<file path="config.mk">
export PLATFORM = sky130hd
export DESIGN_NAME = imem_loader_flat
export DESIGN_NICKNAME = d
export VERILOG_FILES = /design/src/rtl/imem_loader_pkg.sv /design/src/rtl/imem_loader_if.sv /design/src/rtl/imem_loader.sv /design/src/flat_wrapper.sv
export SDC_FILE = /design/constraint.sdc
export NUM_CORES = 1
export LEC_CHECK = 0
export CAP_MARGIN = 5
export CORE_MARGIN = 5
export CORE_UTILIZATION = 35
export CTS_CLUSTER_SIZE = 25
export DETAILED_ROUTE_END_ITERATION = 10
export GPL_TIMING_DRIVEN = 0
export SYNTH_ARGS = -nofsm -noshare
export SYNTH_HDL_FRONTEND = slang
export SYNTH_SLANG_ARGS = --single-unit
</file>
<file path="constraint.sdc">
create_clock -name clk -period 4.3 [get_ports clk]
set_input_delay 0.86 -clock clk [delete_from_list [all_inputs] [get_ports clk]]
set_output_delay 0.86 -clock clk [all_outputs]
set_load 0.005 [all_outputs]
</file>
<file path="src/rtl/imem_loader_pkg.sv">
// Shared types and constants for the instruction-memory boot loader.
// The frame layout is: 16-bit little-endian word count, packed data words, then an XOR checksum byte.
package imem_loader_pkg;

    typedef enum logic [2:0] {
        S_IDLE, S_HDR0, S_HDR1, S_DATA, S_WRITE, S_CHK, S_DONE, S_ERR
    } loader_state_t;

    localparam int HDR_LEN        = 2;
    localparam int BYTES_PER_WORD = 4;

    // States that take a byte from the host stream
    function automatic logic accepts(loader_state_t s);
        return (s == S_HDR0) || (s == S_HDR1) || (s == S_DATA) || (s == S_CHK);
    endfunction

endpackage

</file>
<file path="src/rtl/imem_loader_if.sv">
// Host byte stream in, instruction-RAM write port out.
// The master side is the loader; the slave side is the host link together with the RAM.
interface imem_loader_if;
    logic        in_valid;
    logic [7:0]  in_data;
    logic        in_ready;
    logic        mem_we;
    logic [31:0] mem_addr;
    logic [31:0] mem_wd;

    modport master (input in_valid, in_data,
                    output in_ready, mem_we, mem_addr, mem_wd);
    modport slave  (output in_valid, in_data,
                    input in_ready, mem_we, mem_addr, mem_wd);
endinterface

</file>
<file path="src/rtl/imem_loader.sv">
// Boot-time loader: checks the frame header and checksum, assembles little-endian words,
// writes them to instruction RAM, and keeps the CPU in reset until a load completes cleanly.
import imem_loader_pkg::*;

module imem_loader #(
    parameter  int DEPTH = 64,
    localparam int AW    = $clog2(DEPTH)
) (
    input  logic          clk,
    input  logic          reset_n,
    input  logic          start,
    output logic          busy,
    output logic          done,
    output logic          err,
    output logic          cpu_hold,
    imem_loader_if.master bus
);

    loader_state_t state_q, state_d;
    logic [15:0]   cnt_q, cnt_d;
    logic [AW-1:0] word_idx_q, word_idx_d;
    logic [1:0]    byte_idx_q, byte_idx_d;
    logic [31:0]   word_q, word_d;
    logic [7:0]    chk_q, chk_d;
    logic          in_ready_q, mem_we_q, busy_q, done_q, err_q, cpu_hold_q;
    logic          hs;
    logic [15:0]   cnt_full;

    // in_ready_q already equals accepts(state_q), so the handshake uses registered state only
    assign hs       = bus.in_valid && in_ready_q;
    assign cnt_full = {bus.in_data, cnt_q[7:0]};

    always_comb begin
        state_d    = state_q;
        cnt_d      = cnt_q;
        word_idx_d = word_idx_q;
        byte_idx_d = byte_idx_q;
        word_d     = word_q;
        chk_d      = chk_q;
        case (state_q)
            S_IDLE, S_DONE, S_ERR: begin
                if (start) begin
                    state_d    = S_HDR0;
                    word_idx_d = '0;
                    byte_idx_d = '0;
                    chk_d      = '0;
                end
            end
            S_HDR0: begin
                if (hs) begin
                    cnt_d[7:0] = bus.in_data;
                    state_d    = S_HDR1;
                end
            end
            S_HDR1: begin
                if (hs) begin
                    cnt_d = cnt_full;
                    if (cnt_full > 16'(DEPTH))  state_d = S_ERR;
                    else if (cnt_full == 16'd0) state_d = S_CHK;
                    else                        state_d = S_DATA;
                end
            end
            S_DATA: begin
                if (hs) begin
                    word_d[{byte_idx_q, 3'b000} +: 8] = bus.in_data;
                    chk_d      = chk_q ^ bus.in_data;
                    byte_idx_d = byte_idx_q + 2'd1;
                    if (byte_idx_q == 2'(BYTES_PER_WORD - 1)) state_d = S_WRITE;
                end
            end
            S_WRITE: begin
                word_idx_d = word_idx_q + AW'(1);
                state_d    = (16'(word_idx_q) == cnt_q - 16'd1) ? S_CHK : S_DATA;
            end
            S_CHK: begin
                if (hs) state_d = (bus.in_data == chk_q) ? S_DONE : S_ERR;
            end
            default: state_d = S_IDLE;
        endcase
    end

    // Status outputs are registered from the next state so they line up with state_q
    always_ff @(posedge clk or negedge reset_n) begin
        if (!reset_n) begin
            state_q    <= S_IDLE;
            cnt_q      <= '0;
            word_idx_q <= '0;
            byte_idx_q <= '0;
            word_q     <= '0;
            chk_q      <= '0;
            in_ready_q <= 1'b0;
            mem_we_q   <= 1'b0;
            busy_q     <= 1'b0;
            done_q     <= 1'b0;
            err_q      <= 1'b0;
            cpu_hold_q <= 1'b1;
        end else begin
            state_q    <= state_d;
            cnt_q      <= cnt_d;
            word_idx_q <= word_idx_d;
            byte_idx_q <= byte_idx_d;
            word_q     <= word_d;
            chk_q      <= chk_d;
            in_ready_q <= accepts(state_d);
            mem_we_q   <= (state_d == S_WRITE);
            busy_q     <= accepts(state_d) || (state_d == S_WRITE);
            done_q     <= (state_d == S_DONE);
            err_q      <= (state_d == S_ERR);
            cpu_hold_q <= (state_d != S_DONE);
        end
    end

    assign bus.in_ready = in_ready_q;
    assign bus.mem_we   = mem_we_q;
    assign bus.mem_addr = {{(30 - AW){1'b0}}, word_idx_q, 2'b00};
    assign bus.mem_wd   = word_q;
    assign busy         = busy_q;
    assign done         = done_q;
    assign err          = err_q;
    assign cpu_hold     = cpu_hold_q;

endmodule
</file>
<file path="src/flat_wrapper.sv">
// flat-port wrapper written by rule: the top's interface ports become plain ports
module imem_loader_flat 
#(
    parameter  int DEPTH = 64,
    localparam int AW    = $clog2(DEPTH)
)
  (clk, reset_n, start, busy, done, err, cpu_hold, bus_in_valid, bus_in_data, bus_in_ready, bus_mem_we, bus_mem_addr, bus_mem_wd);
  imem_loader_if bus_i ();
  input  logic clk;
  input  logic reset_n;
  input  logic start;
  output logic busy;
  output logic done;
  output logic err;
  output logic cpu_hold;
  input wire logic [$bits(bus_i.in_valid)-1:0] bus_in_valid;
  input wire logic [$bits(bus_i.in_data)-1:0] bus_in_data;
  output wire logic [$bits(bus_i.in_ready)-1:0] bus_in_ready;
  output wire logic [$bits(bus_i.mem_we)-1:0] bus_mem_we;
  output wire logic [$bits(bus_i.mem_addr)-1:0] bus_mem_addr;
  output wire logic [$bits(bus_i.mem_wd)-1:0] bus_mem_wd;
  assign bus_i.in_valid = bus_in_valid;
  assign bus_i.in_data = bus_in_data;
  assign bus_in_ready = bus_i.in_ready;
  assign bus_mem_we = bus_i.mem_we;
  assign bus_mem_addr = bus_i.mem_addr;
  assign bus_mem_wd = bus_i.mem_wd;
  imem_loader #(.DEPTH(DEPTH)) u_core (.clk(clk), .reset_n(reset_n), .start(start), .busy(busy), .done(done), .err(err), .cpu_hold(cpu_hold), .bus(bus_i));
endmodule
</file>
==> PnR_summary.wiki, run 1 <==
{| class="wikitable"
! Metric !! Value
|-
| Number of cells produced by synthesis || 431
|-
| Max Clock Skew || a little over 0.009 ns
|-
| Largest net degree at the start of global routing || approximately 70
|-
| Synthesized area divided by synthesized cell count || 9.01 um^2
|-
| Total power divided by cell area || between 500 and 600 nW/um^2
|-
| Insertion delay of the later-clocked pin in the worst-skew pair || 0.35 ns
|-
| Clk network pwr share || 19.3%
|-
| Endpoint kind of the worst setup timing path || flip-flop
|-
| Setup Crit Path Kind || in2reg
|-
| Global-route wire length before repair || 15500 um
|-
| Switching power summed over all nets || approximately 1.1 mW
|-
| Die W || 115 um
|-
| Final nets || 535
|-
| Number of enable flip-flop cells after synthesis || 0
|-
| Routed wire length per instance || ~14 um
|-
| Initial antenna violation count || 0
|-
| Share of final-layout standard cells stronger than drive strength 1 || 15.2%
|-
| Most frequent cells after synthesis || nand2_1 (91), dfrtp_1 (72), o21ai_0 (55)
|-
| Count of endpoints failing setup in the final report || 0
|-
| Number of instances in the placed design || 644
|-
| Slew HR || 32.2%
|-
| Maximum achievable frequency || a little under 400 MHz
|-
| Count of buffers inserted at the top-level ports || 47
|-
| Die H || approximately 120 um
|-
| TritonCTS clock tree || built
|-
| Number of buffers inserted for hold repair after clock tree synthesis || 0
|-
| HP Class || in2async
|-
| Ratio of routed vias to standard cells || 4.84
|-
| Critical path's largest stage delay || 0.51 ns
|-
| # diodes || 0
|-
| DPL Wire Length || 6660 um
|-
| DIE AREA || approximately 13000 um^2
|-
| Unrepaired setup endpoints after global routing || no
|-
| Fraction of synthesized cell area taken by the top area cell type || 46.4%
|-
| Leakage power of the design || 2.12 nW
|-
| Highest ir drop seen on vdd || 0.194 mV
|-
| Drt drc || 0
|-
| Final hold vios || 0
|-
| Netlist area before placement || 3880 um^2
|-
| Switching share of power || 38.0%
|-
| Critical Path, Cell by Cell || clkdlybuf4s50_1 -> and3b_1 -> clkbuf_1 -> and3_1 -> clkbuf_1 -> nand2_1 -> buf_2 -> nand2_1 -> o21ai_0
|-
| Sequential-to-total area share from yosys stat || ~47%
|-
| Cell row count || 38
|-
| Ports placed on the boundary || 82
|-
| Routed Wire Length || 9410 um
|-
| Most common cell in the synthesized netlist || nand2_1
|-
| Total global-route track usage || 14.9%
|-
| Time the worst path needs with I/O delays and setup || 2.57 ns
|-
| Data arrival time of the critical path || between 2 and 3 ns
|-
| Data required time at the worst endpoint || 4.51 ns
|-
| Library cell contributing the largest single delay on the critical path || clkdlybuf4s50_1
|-
| CP startpoint kind || primary input
|-
| Final number of max-transition violations || 0
|-
| TritonCTS buffer count || 9
|-
| Top cell type by total area after synthesis || dfrtp_1
|-
| Initial core utilization || 35.8%
|-
| Layout overhead on the synthesized area || 24.9%
|-
| Detailed Routing Iterations Pass 1 || 4
|-
| P_int || approximately 1.8 mW
|-
| Post-Route Utilization || 44.8%
|-
| Number of violations of the max-capacitance limit || 0
|-
| Clock-pin slew of the registers on the worst-case setup and hold paths || approximately 0.080 ns
|-
| Drt initial violations || roughly 160
|-
| Overall overflow remaining after global route || 0
|-
| Total number of vias || 3192
|-
| Clock sink count || 73
|-
| CTS H-tree depth || 3
|-
| Gates resized, CTS repair || 0
|-
| Transition time at the pin with the least slew margin || between 1 and 1.5 ns
|-
| Status || complete, no violations
|-
| Top area cells in the synthesized netlist || dfrtp_1 (46%), nand2_1 (8.8%), o21ai_0 (7.1%)
|-
| Clock tree buffer depth || 2
|-
| Final estimated routing congestion in global placement || 0.819
|-
| Number of routed nets with antenna violations || 0
|-
| Maximum fanout along the worst path || 10
|-
| Total of flip-flops plus latches after synthesis || 73
|-
| Via count of the first global-routing pass || 3079
|-
| Synth cell types || 54
|-
| Post-synth ARST share || 100%
|-
| Setup fix buffers added after clock tree synthesis || 0
|-
| Fraction of power consumed by combinational cells || about two fifths
|-
| Share of the clock period used by the worst path after layout || approximately 60%
|-
| Ys flop type || dfrtp_1
|-
| Std-Cell Core Area || 10800 um^2
|-
| Sequential Power Share || 38.9%
|-
| Non-filler cells, final || 659
|-
| Yosys Warn Count || 0
|-
| Buffer cell driving the clock tree root || clkbuf_8
|}
==> cell families after synthesis <==
kind of cell / after synthesis / share of synthesized area [%]
flip-flops: 73 / 47.1
buffers and inverters: 63 / 9.02
XOR/XNOR: 18 / 4.06
other: 1 / 0.0966
adder cells (fa/ha/maj): 8 / 2.58
AO/OA/AOI/OAI: 98 / 14.8
multiplexers: 13 / 3.74
AND/OR/NAND/NOR: 157 / 18.7
==> critical path: cells and delay by family <==
kind / cells / cell delay (ns)
buf+inv: 4 / 1.18
simple gates: 4 / 0.65
compound gates: 1 / 0.09
==> layout make-up <==
cell class / count / area, um^2
Fill cell: 1090 / 5990
Sequential cell: 73 / 1830
Multi-Input combinational cell: 320 / 1800
Timing Repair Buffer: 48 / 495
Buffer: 50 / 302
Tap cell: 140 / 175
Clock buffer: 11 / 151
Clock inverter: 4 / 52.6
Inverter: 13 / 48.8
==> path summary, 6_finish.rpt <==
| path | to | cells past startpoint | from | slack [ns] |
|---|---|---|---|---|
| max | u_core.bus.mem_wd[11]$_DFFE_PN0P_ | 9 | bus_in_valid | 1.73 |
| min | u_core.bus.mem_wd[9]$_DFFE_PN0P_ | 1 | reset_n | 0.30 |
| max reg2reg | u_core.bus.mem_wd[11]$_DFFE_PN0P_ | 5 | u_core.byte_idx_q[0]$_DFFE_PN0P_ | 2.05 |
| min reg2reg | u_core.bus.mem_wd[30]$_DFFE_PN0P_ | 2 | u_core.bus.mem_wd[30]$_DFFE_PN0P_ | 0.48 |
| max in group asynchronous | u_core.cpu_hold$_DFF_PN1_ | 2 | reset_n | 3.43 |
| min in group clk | u_core.bus.mem_wd[30]$_DFFE_PN0P_ | 2 | u_core.bus.mem_wd[30]$_DFFE_PN0P_ | 0.48 |
==> routing by layer <==
metal,up-vias,track usage [%],part of all wire [%]
met1,1541,19.1,44
met2,74,24.7,50
met4,0,5.71,1.3
li1,1570,-,-
met5,-,0,0
met3,7,3.32,5.2
==> state kept, by name, summed over array words and instances, names as in the netlist, 2 cells and up <==
| signal | count |
|---|---|
| u_core.chk_q | 8 |
| u_core.cnt_q | 16 |
| u_core.bus.mem_wd | 32 |
| u_core.byte_idx_q | 2 |
| u_core.word_idx_q | 6 |
| u_core.state_q | 3 |
==> power by group through the flow <==
stage	clock (mW)	sequential, mW	combinational (mW)
6_report	0.559	1.12	1.21
5_1_grt	0.610	1.16	1.37
4_1_cts	0.575	1.13	1.22
3_5_place_dp	0	1.14	1.21
3_3_place_gp	0	1.13	1.18
2_1_floorplan	0	1.10	0.803
==> stage by stage <==
stage               hold slack [ns]  instance area [um^2]  power (mW)  setup slack (ns)  setup TNS, ns
global placement              0.466                  4620        2.31            -0.184         -12.88
global route                  0.271                  4850        3.14              1.56              0
CTS                           0.280                  4850        2.92              1.72              0
floorplan                     0.470                  3980        1.90              1.96              0
detailed placement            0.475                  4650        2.35              1.34              0
finish                        0.300                  4850        2.89              1.73              0
==> placed cells by master, fill, tap and decap left out, types with 4 or more instances in the layout <==
master,netlist,layout
nor3_1,5,5
nor3b_1,4,4
mux2_2,12,12
clkbuf_8,0,11
buf_4,26,27
xor2_1,13,13
nand2_1,91,91
o21ai_1,8,8
conb_1,1,26
nand3_1,6,6
ha_1,8,8
dfrtp_1,72,72
xnor2_1,5,5
o31ai_1,6,6
clkdlybuf4s50_1,0,46
clkbuf_1,9,9
a21oi_1,10,10
nor2_1,24,24
o21ai_0,55,55
inv_1,13,13
buf_2,13,13
Power figures use the tool's default switching activity.
==> inputs of run 2 (changes only) <==
==> constraint.sdc (replaced) <==
create_clock -name clk -period 2.4 [get_ports clk]
set_input_delay 0.48 -clock clk [delete_from_list [all_inputs] [get_ports clk]]
set_output_delay 0.48 -clock clk [all_outputs]
set_load 0.005 [all_outputs]
==> PnR_summary.wiki, run 2 (synthesized netlist as in run 1, its figures left out) <==
{| class="wikitable"
! Metric !! Value
|-
| Die H || 115 um (unchanged)
|-
| Setup slack of the critical path after layout || 0.197 ns (-1.54 ns)
|-
| HP Class || reg2reg
|-
| Insertion delay of the later-clocked pin in the worst-skew pair || 0.34 ns (about the same)
|-
| Setup Crit Path Kind || in2reg
|-
| Routed wire length per instance || 14.3 um (+0.16%)
|-
| Status || complete, no violations
|-
| Share of the clock period used by the worst path after layout || about nine tenths
|-
| Clock-pin slew of the registers on the worst-case setup and hold paths || 0.08 ns (about the same)
|-
| Clock sink count || 73 (unchanged)
|-
| Overall overflow remaining after global route || 0 (unchanged)
|-
| Most common cell after layout, fill and taps aside || nand2_1
|-
| Share of final-layout standard cells stronger than drive strength 1 || 15.6% (+0.36 points)
|-
| Layout Cell Area excl Fill || 4870 um^2 (+0.41%)
|-
| Endpoint kind of the worst setup timing path || flip-flop
|-
| Total power divided by cell area || 1070 nW/um^2 (+79%)
|-
| Count of buffers inserted at the top-level ports || 47 (unchanged)
|-
| Initial antenna violation count || 0 (unchanged)
|-
| TritonCTS buffer count || 9 (unchanged)
|-
| DIE AREA || 13300 um^2 (unchanged)
|-
| Final nets || 536 (+0.19%)
|-
| Number of flip-flops in the largest register || 32 (unchanged)
|-
| TritonCTS clock tree || built
|-
| # diodes || 0 (unchanged)
|-
| Via count of the first global-routing pass || 3089 (+0.32%)
|-
| Highest ir drop seen on vdd || 0.351 mV (+81%)
|-
| Area taken by flip-flops and latches || 1830 um^2 (unchanged)
|-
| Layout overhead on the synthesized area || 25.5%
|-
| Transition time at the pin with the least slew margin || 0.878 ns (-0.136 ns)
|-
| Initial core utilization || 35.8% (unchanged)
|-
| Post-Place Setup Slack || -0.176 ns (-1.52 ns)
|-
| Maximum fanout along the worst path || 10 (unchanged)
|-
| Drt drc || 0 (unchanged)
|-
| Count of endpoints failing setup in the final report || 0 (unchanged)
|-
| CP startpoint kind || primary input
|-
| Filler cell count in the final layout || 1089 (-0.092%)
|-
| Maximum achievable frequency || 454 MHz
|-
| Total number of vias || 3181 (-0.34%)
|-
| CTS H-tree depth || 3 (unchanged)
|-
| Leakage power of the design || 2.13 nW (+0.35%)
|-
| Unrepaired setup endpoints after global routing || no
|-
| Data arrival time of the critical path || 2.46 ns (-0.32 ns)
|-
| Data required time at the worst endpoint || 2.65 ns (-1.86 ns)
|-
| Instance area after placement || 4650 um^2 (unchanged)
|-
| Critical Path, Cell by Cell || clkdlybuf4s50_1 -> and3b_1 -> clkbuf_1 -> a22o_1 -> a32oi_1 -> o21ai_0 -> o21ai_0
|-
| Largest net degree at the start of global routing || 72 (unchanged)
|-
| Global-route wire length before repair || 15600 um (+0.26%)
|-
| DPL Wire Length || 6660 um (unchanged)
|-
| Clock tree buffer depth || 2 (unchanged)
|-
| Setup fix buffers added after clock tree synthesis || 0 (unchanged)
|-
| Ratio of routed vias to standard cells || 4.82 (-0.50%)
|-
| Cell row count || 38 (unchanged)
|-
| Total global-route track usage || 15.0% (+0.044 points)
|-
| Number of violations of the max-capacitance limit || 0 (unchanged)
|-
| Routed Wire Length || 9440 um (+0.31%)
|-
| Drt initial violations || 192 (+19%)
|-
| Time the worst path needs with I/O delays and setup || 2.20 ns
|-
| Hold Worst Slack || 0.484 ns (+0.184 ns)
|-
| Most numerous cell on the critical path || o21ai_0
|-
| Area occupied by multi-input gates || 1810 um^2 (+0.56%)
|-
| Detailed Routing Iterations Pass 1 || 4 (unchanged)
|-
| Leading cell types in the layout, fill and taps excluded || nand2_1 (91), dfrtp_1 (72), o21ai_0 (55)
|-
| Std-Cell Core Area || 10800 um^2 (unchanged)
|-
| Final estimated routing congestion in global placement || 0.819 (unchanged)
|-
| Critical path's largest stage delay || 0.65 ns (+0.14 ns)
|-
| Slew HR || 41.3% (+9.1 points)
|-
| Post-route total power || 5.19 mW (+79%)
|-
| Die W || 115 um (unchanged)
|-
| Max Clock Skew || 0.00974 ns (+0.000469 ns)
|-
| Library cell contributing the largest single delay on the critical path || a32oi_1
|-
| Ports placed on the boundary || 82 (unchanged)
|-
| Number of routed nets with antenna violations || 0 (unchanged)
|-
| Buffer cell driving the clock tree root || clkbuf_8
|-
| Final hold vios || 0 (unchanged)
|-
| Final number of max-transition violations || 0 (unchanged)
|}
## run 2: cell count changes in the layout (fill, tap and decap cells not counted)
cell | before | now
nor3b_2 | 0 | 2
nor3b_1 | 4 | 2
dlygate4sd3_1 | 0 | 1
## run 2: where the power goes
| part | leakage [nW] | internal, mW | switching, mW |
|---|---|---|---|
| Clock | 0.105 | 0.534 | 0.466 |
| Combinational | 1.06 | 1.04 | 1.14 |
| Sequential | 0.956 | 1.65 | 0.369 |
## run 2: stage by stage
step	cells	setup TNS (ns)	util [%]
2_1_floorplan	456	0	-
3_3_place_gp	643	-125.87	42.6
3_5_place_dp	644	-4.12	42.9
4_1_cts	660	0	44.9
5_1_grt	660	0	44.9
6_report	660	0	44.9
## run 2: routing by layer
| layer | wire (um) | GRT usage [%] | vias up |
|---|---|---|---|
| li1 | - | - | 1571 |
| met1 | 4070 | 19.1 | 1531 |
| met2 | 4740 | 24.8 | 71 |
| met3 | 507 | 3.32 | 8 |
| met4 | 124 | 5.71 | 0 |
| met5 | 0 | 0 | - |
## run 2: area by class of cell
cell class              instances  share of cell area (%)
inverters                      13                    1.00
clock inverters                 4                    1.08
plain buffers                  50                    6.19
well taps                     140                    3.60
flip-flops and latches         73                    37.5
multi-input cells             320                    37.1
clock buffers                  11                    3.11
repair buffers                 49                    10.4
## run 2: repair_timing
| action | 4_1_cts | 5_1_grt |
|---|---|---|
| endpoints found under the hold margin | 2 | 0 |
| resized for setup | 0 | 2 |
| hold buffers | 1 | 0 |
| endpoints found under the setup margin | 0 | 6 |
## run 2: worst paths after layout
check | start | cells after the start | slack (ns) | endpoint
setup reg to reg | u_core.byte_idx_q[0]$_DFFE_PN0P_ | 5 | 0.26 | u_core.bus.mem_wd[1]$_DFFE_PN0P_
setup / recovery | bus_in_valid | 7 | 0.20 | u_core.chk_q[0]$_DFFE_PN0P_
max in group asynchronous | reset_n | 3 | 1.34 | u_core.cpu_hold$_DFF_PN1_
min in group asynchronous | reset_n | 2 | 0.49 | u_core.bus.mem_wd[9]$_DFFE_PN0P_
hold / removal | u_core.bus.mem_wd[30]$_DFFE_PN0P_ | 2 | 0.48 | u_core.bus.mem_wd[30]$_DFFE_PN0P_
hold reg to reg | u_core.bus.mem_wd[30]$_DFFE_PN0P_ | 2 | 0.48 | u_core.bus.mem_wd[30]$_DFFE_PN0P_
## run 2: critical path: cells and delay by family
kind | cells | cell delay [ns]
AOI/OAI and AO/OA | 4 | 1.18
and+or+nand+nor | 1 | 0.20
buffers and inverters | 2 | 0.60
==> inputs of run 3 (changes only) <==
--- a/config.mk
+++ b/config.mk
@@ -8,7 +8,7 @@
 export CAP_MARGIN = 5
 export CORE_MARGIN = 5
 export CORE_UTILIZATION = 35
-export CTS_CLUSTER_SIZE = 25
+export CTS_CLUSTER_SIZE = 28
 export DETAILED_ROUTE_END_ITERATION = 10
 export GPL_TIMING_DRIVEN = 0
 export SYNTH_ARGS = -nofsm -noshare
==> results of run 3 <==
Same layout as run 2: the final DEF is identical, and so are final timing and power.
